File: config.mk
export PLATFORM = sky130hd
export DESIGN_NAME = fetch_stage
export DESIGN_NICKNAME = d
export VERILOG_FILES = /design/src/rtl/fetch_stage.sv
export SDC_FILE = /design/constraint.sdc
export NUM_CORES = 1
export LEC_CHECK = 0
export BUFFER_PORTS_ARGS = -buffer_cell sky130_fd_sc_hd__buf_2
export CAP_MARGIN = 0
export CORE_MARGIN = 2
export CORE_UTILIZATION = 35
export CTS_CLUSTER_SIZE = 12
export DETAILED_ROUTE_END_ITERATION = 8
export SYNTH_ARGS = -nofsm -noshare
export SYNTH_HDL_FRONTEND = slang
export SYNTH_SLANG_ARGS = --single-unit
File: constraint.sdc
create_clock -name clk -period 8.55 [get_ports clk]
set_input_delay 1.71 -clock clk [delete_from_list [all_inputs] [get_ports clk]]
set_output_delay 1.71 -clock clk [all_outputs]
set_load 0.01 [all_outputs]
File: src/rtl/fetch_stage.sv
// rtl/fetch_stage.sv - RV32 instruction-fetch stage: PC generation, one-outstanding imem request,
// 2-entry {instr, pc} buffer to decode, and redirect handling with wrong-path response kill.
module fetch_stage #(
  parameter int XLEN = 32,
  parameter logic [XLEN-1:0] RESET_PC = '0
) (
  input  logic            clk,
  input  logic            rst,
  output logic            imem_req_valid,
  input  logic            imem_req_ready,
  output logic [XLEN-1:0] imem_req_addr,
  input  logic            imem_rsp_valid,
  input  logic [XLEN-1:0] imem_rsp_data,
  input  logic            redirect_valid,
  input  logic [XLEN-1:0] redirect_pc,
  output logic            id_valid,
  input  logic            id_ready,
  output logic [XLEN-1:0] id_instr,
  output logic [XLEN-1:0] id_pc,
  output logic [XLEN-1:0] id_pc_plus4,
  output logic [6:0]      id_op
);

  logic [XLEN-1:0] r_pc;
  logic [XLEN-1:0] r_req_addr;
  logic            r_outstanding;
  logic            r_kill;
  logic [1:0]      r_count;
  logic            r_head;
  logic [XLEN-1:0] r_instr [2];
  logic [XLEN-1:0] r_ipc   [2];

  logic            w_pop;
  logic            w_rsp_ok;
  logic            w_push;
  logic            w_hs;
  logic            w_wr_idx;
  logic [2:0]      w_occ;
  logic [XLEN-1:0] w_head_instr;
  logic [XLEN-1:0] w_head_pc;

  assign w_pop    = id_valid & id_ready;
  assign w_rsp_ok = imem_rsp_valid & r_outstanding;
  assign w_push   = w_rsp_ok & ~r_kill & ~redirect_valid;
  // Slots already claimed after this cycle's pop; keeps count + outstanding <= 2.
  assign w_occ    = {1'b0, r_count} + {2'b00, r_outstanding} - {2'b00, w_pop};

  assign imem_req_valid = ~rst & ~redirect_valid & (~r_outstanding | w_rsp_ok) & (w_occ < 3'd2);
  assign imem_req_addr  = r_pc;
  assign w_hs           = imem_req_valid & imem_req_ready;

  assign w_wr_idx     = r_head ^ r_count[0];
  assign w_head_instr = r_instr[r_head];
  assign w_head_pc    = r_ipc[r_head];

  assign id_valid    = (r_count != 2'd0);
  assign id_instr    = id_valid ? w_head_instr : '0;
  assign id_pc       = id_valid ? w_head_pc : '0;
  assign id_pc_plus4 = id_valid ? w_head_pc + XLEN'(4) : '0;
  assign id_op       = id_instr[6:0];

  always_ff @(posedge clk or posedge rst) begin
    if (rst) begin
      r_pc          <= RESET_PC;
      r_req_addr    <= RESET_PC;
      r_outstanding <= 1'b0;
      r_kill        <= 1'b0;
      r_count       <= 2'd0;
      r_head        <= 1'b0;
    end else if (redirect_valid) begin
      r_pc    <= {redirect_pc[XLEN-1:2], 2'b00};
      r_count <= 2'd0;
      if (w_pop) r_head <= ~r_head;
      // A response landing now is the wrong-path one; otherwise the next one must be killed.
      if (w_rsp_ok) begin
        r_outstanding <= 1'b0;
        r_kill        <= 1'b0;
      end else if (r_outstanding) begin
        r_kill <= 1'b1;
      end
    end else begin
      if (w_hs) begin
        r_req_addr <= r_pc;
        r_pc       <= r_pc + XLEN'(4);
      end
      if (w_hs)          r_outstanding <= 1'b1;
      else if (w_rsp_ok) r_outstanding <= 1'b0;
      if (w_rsp_ok & r_kill) r_kill <= 1'b0;
      r_count <= r_count + {1'b0, w_push} - {1'b0, w_pop};
      if (w_pop) r_head <= ~r_head;
    end
  end

  always_ff @(posedge clk) begin
    if (w_push) begin
      r_instr[w_wr_idx] <= imem_rsp_data;
      r_ipc[w_wr_idx]   <= r_req_addr;
    end
  end

endmodule

Yosys cells after proc, flatten, opt, wreduce, memory -nomap -nowiden

Memories as Yosys holds them, arrays and structs flattened.
Cells that the tools add are included.

Word-level logic and storage cells: 52
Memories: 2
Input bits: 70
Bits in registers: 69
Output and inout bits: 137
Bits in writable memories: 128

Memory list:

| name    | depth | width | rd ports | clocked after memory_dff | wr ports | line | source |
|---|---|---|---|---|---|---|---|
| r_instr | 2     | 32    | 1        | 0                        | 1        | 30   | `logic [XLEN-1:0] r_instr [2];` |
| r_ipc   | 2     | 32    | 1        | 0                        | 1        | 31   | `logic [XLEN-1:0] r_ipc [2];` |

Muxes and demuxes: 15
Reduce and logical (&&, ||, !) cells: 5
Add/sub/neg operators: 6
Magnitude comparators: 1
Bitwise logic cells: 16
Equal/unequal tests: 1

Operator list:

| cell                    | number |
|---|---|
| $mux W32                | 5 |
| $add A32 B3 Y32 const B | 2 |
| $and A1 B1 Y1           | 9 |
| $mux W1                 | 9 |
| $reduce_bool A2 Y1      | 3 |
| $not A1 Y1              | 5 |
| $reduce_and A2 Y1       | 2 |
| $add A2 B1 Y3           | 1 |
| $lt A3 B2 Y1 const B    | 1 |
| $ne A3 B1 Y1 const B    | 1 |
| $sub A3 B1 Y3           | 1 |
| $add A2 B1 Y2           | 1 |
| $mux W2                 | 1 |
| $sub A2 B1 Y2           | 1 |
| $or A1 B1 Y1            | 1 |
| $xor A1 B1 Y1           | 1 |

Depth between registers and ports, before layout

Word-level depth: 8
Gate-level depth with buffers: 13
Mapped depth without buffers: 11

Worst setup path before layout

No wires, ideal clock.

Kind: input-to-reg
From: input redirect_valid
To: memory r_instr[0][0], enable pin
Path buffers: 1
Stages on the path: 4
Data arrival time: 4.882 ns
Path slack: 3.179 ns
Library setup time: 0.489 ns
Required time: 8.061 ns
Cell sequence: clkbuf_1 > nor2_1 > nand3_1 > nor2b_1

Cells in the longest elaborated chain, start to end: 4

RTL lines:

| item                          | line | source |
|---|---|---|
| start: declaration            | 14   | `input logic redirect_valid,` |
| $not A1 Y1 (no line)          | --   |  |
| $and A1 B1 Y1                 | 44   | `assign w_push = w_rsp_ok & ~r_kill & ~redirect_valid;` |
| $mux W1                       | 95   | `if (w_push) begin` |
| $mux W1 (not written as such) | 96   | `r_instr[w_wr_idx] <= imem_rsp_data;` |
| end: declaration              | 30   |  |

Every way passes these cells.

Worst setup path in the final report

From: register r_head
To: output id_pc_plus4[29]

Cells in the longest elaborated chain, start to end: 3

RTL lines:

| item                     | line | source |
|---|---|---|
| start: declaration       | 29   | `logic r_head;` |
| start signal: assignment | 73   | `if (w_pop) r_head <= ~r_head;` |
| start signal: assignment | 90   | `if (w_pop) r_head <= ~r_head;` |
| $mem_v2 Z2 W32           | --   |  |
| $add A32 B3 Y32          | 59   | `assign id_pc_plus4 = id_valid ? w_head_pc + XLEN'(4) : '0;` |
| $mux W32                 | 59   |  |
| end: declaration         | 20   | `output logic [XLEN-1:0] id_pc_plus4,` |

Every way passes these cells.

==> results.yml <==
run_status:
  status: "completed"
worst_setup_path:
  worst_setup_path_start_kind: "flip-flop"
  reg2regPathDepth: 11
  r2r-start: "r_count[0]"
  timing.rr.end: "imem_req_addr[8]"
  r2r_slack_ns: 3.86
  setup.worst_path.class: "flip-flop to primary output"
  arrival_ns: 3.79
  crit_fanout: 67
  crit_path_end_kind: "primary output"
  cp.required_ns: 6.84
floorplanning:
  core_sq_um: 25000
  start_util_pct: 35.5
  io_pins: 207
  die_area_sq_um: 26700
  fp.dieW_um: 163
  die_h_um: 163
  rows: 58
layout:
  layout_commonest_cell: "buf_2"
  area_growth_syn_to_layout_pct: 20.2
  drive_gt1_share_pct: 26.0
  multi_input_area_sq_um: 3290
  seqCellArea_sq_um: 5350
  mostFrequentLayoutCells: "buf_2 (198), nand2_1 (142), edfxtp_1 (124), nor2_1 (91), dfrtp_1 (64)"
  fillers: 2463
  finish.net_count: 1044
  final_cells: 1312
  final_core_util_pct: 42.7
  n_antenna_cell: 0
run:
  maxCapViolCount: 0
power_and_ir_drop:
  ir_drop_mv: 0.136
  power.density_nw_per_um2: 278
  cellLeakagePower_uw: 0.00456
sta:
  slew_headroom_pct: 32.6
  hold_viol: 0
  fin_crit_sh_pct: 64.3
  slew_violations: 0
  final-setup-viol-count: 0
  fmax_mhz: 182
  worstMarginPinSlew_ns: 1.01
  min_period_ns: 5.50
  whs_ns: 0.470
  skew_ns: 0.00786
  rsz0062_at_grt: "false"
  setup-tns-final_ns: 0
global_routing:
  grt_pass1_vias: 6020
  grt_pass1_wl_um: 33200
  grt_antenna_before_repair: 0
  groute.usage.overall_pct: 16.2
  overflow: 0
  grt_start_max_net_pins: 81
detailed_routing:
  drt_wl_total_um: 21600
  routedWlPerCell_um: 16.5
  drt_first_pass_iters: 5
  dr_total_vias: 6542
  dr.first_iter.drc_count: 421
  postRouteAntennaNets: 0
  via_per_inst: 4.99
  remaining_drc_errors: 0
worst_hold_path:
  min_path_type: "flip-flop to flip-flop"
  holdPathEnd: "r_ipc[0][30]"
  hold_depth: 0
  min_from: "r_req_addr[30]"
clocking:
  post-cts-setup-buffers: 0
  clock_latency_ns: 0.42
  cts_inserted_buffers: 17
  clock_sinks: 189
  tritoncts: "done"
  cts_buffer_depth: 2
  hold_buffers: 0
  cts_root_buf: "clkbuf_16"
  cts_resized: 0
  clk_pin_slew_ns: 0.07
  h-tree-depth: 4
placement:
  gp_congestion: 0.817
  post-place-cells: 1280
  io_buffers: 198
  dp.final_hpwl_um: 15200
logic_synthesis:
  ys.flop_type: "edfxtp_1"
  synth_top_area_cell: "edfxtp_1"
  synth_top_cells_by_area: "edfxtp_1 (42%), dfrtp_1 (18%), mux2i_1 (6.1%)"
  synth-seq-area-share_pct: 60.2
  synth_edf_count: 124
  syn_inst: 794
  synth_area_sq_um: 8890
  avgSynthCellArea_sq_um: 11.2
  ys_ff_latch: 189
  yosysTopAreaCellShare_pct: 41.9
  yosys_warnings: 0
  async_reset_ff_share_pct: 34.4
  ys_types: 60
-- through the flow --
stage	setup WS, ns	cell area (sq um)	total power [uW]
4_1_cts	2.97	10700	3010
5_1_grt	2.77	10700	3160
3_3_place_gp	3.46	10100	2240
3_5_place_dp	3.43	10100	2260
2_1_floorplan	3.18	8910	1900
6_report	3.05	10700	2970
-- per-layer routing --
layer	track usage, %	wire (um)
met5	0	0
met4	3.46	104
met2	24.9	9420
met3	4.49	1550
met1	22.9	10600
-- state kept, by name, indices dropped and copies added (netlist names) --
name           cells
r_instr           64
r_ipc             60
imem_req_addr     30
r_req_addr        30
r_count            2
r_head             1
r_kill             1
r_outstanding      1
-- Yosys cell counts (7+ instances only) --
library cell  number
nand3_1           21
nor4_1            12
nor2b_1            9
dfrtp_1           65
inv_1              8
xor2_1            14
buf_1              7
buf_4             14
nand4_1           16
clkbuf_1          24
nor3_1            14
a21oi_1           10
edfxtp_1         124
buf_2             10
xnor2_1           17
nor2_1            93
o211ai_1           7
mux2_2             7
o21ai_0           29
o31a_1             8
nand2_1          142
mux2i_1           54
and2_1            11
-- layout make-up --
class                      count  share of cell area (%)
multi-input combinational    547                    30.7
tap                          330                    3.86
inverter                       8                   0.281
clock buffer                  21                    4.12
timing repair buffer         206                    9.84
clock inverter                11                    1.04
sequential                   189                    50.1
-- how the worst max path moves through the flow --
stage	startpoint	endpoint	slack (ns)
2_1_floorplan	redirect_valid	r_instr[0][0]	3.18
3_3_place_gp	r_head	id_pc_plus4[29]	3.46
3_5_place_dp	r_head	id_pc_plus4[29]	3.43
4_1_cts	r_head	id_pc_plus4[29]	2.97
5_1_grt	r_head	id_pc_plus4[29]	2.77
6_report	r_head	id_pc_plus4[29]	3.05
-- kinds of logic after synthesis --
| group | synth area share, % |
|---|---|
| and+or+nand+nor | 18.8 |
| DFF | 60.2 |
| AOI/OAI and AO/OA | 6.70 |
| buffers and inverters | 3.39 |
| muxes | 7.09 |
| xor gates and xnor gates | 3.05 |
| adders and majority gates | 0.788 |
| other | 0.0422 |
-- worst max-delay path, cell delays in order, from the launching register on --
cell and delay (ns):
dfrtp_4 0.62, buf_4 0.85, mux2i_1 0.31, a211o_1 0.51, nand2b_1 0.29, nor4_2 0.24, mux2_1 0.35, buf_2 0.16
-- power breakdown --
part,leakage [uW],switching (uW),internal (uW)
Clock,0.000262,343,405
Sequential,0.00193,127,1130
Combinational,0.00236,589,376
Total,0.00456,1060,1910
No activity file was read; power rests on OpenSTA's default activity.
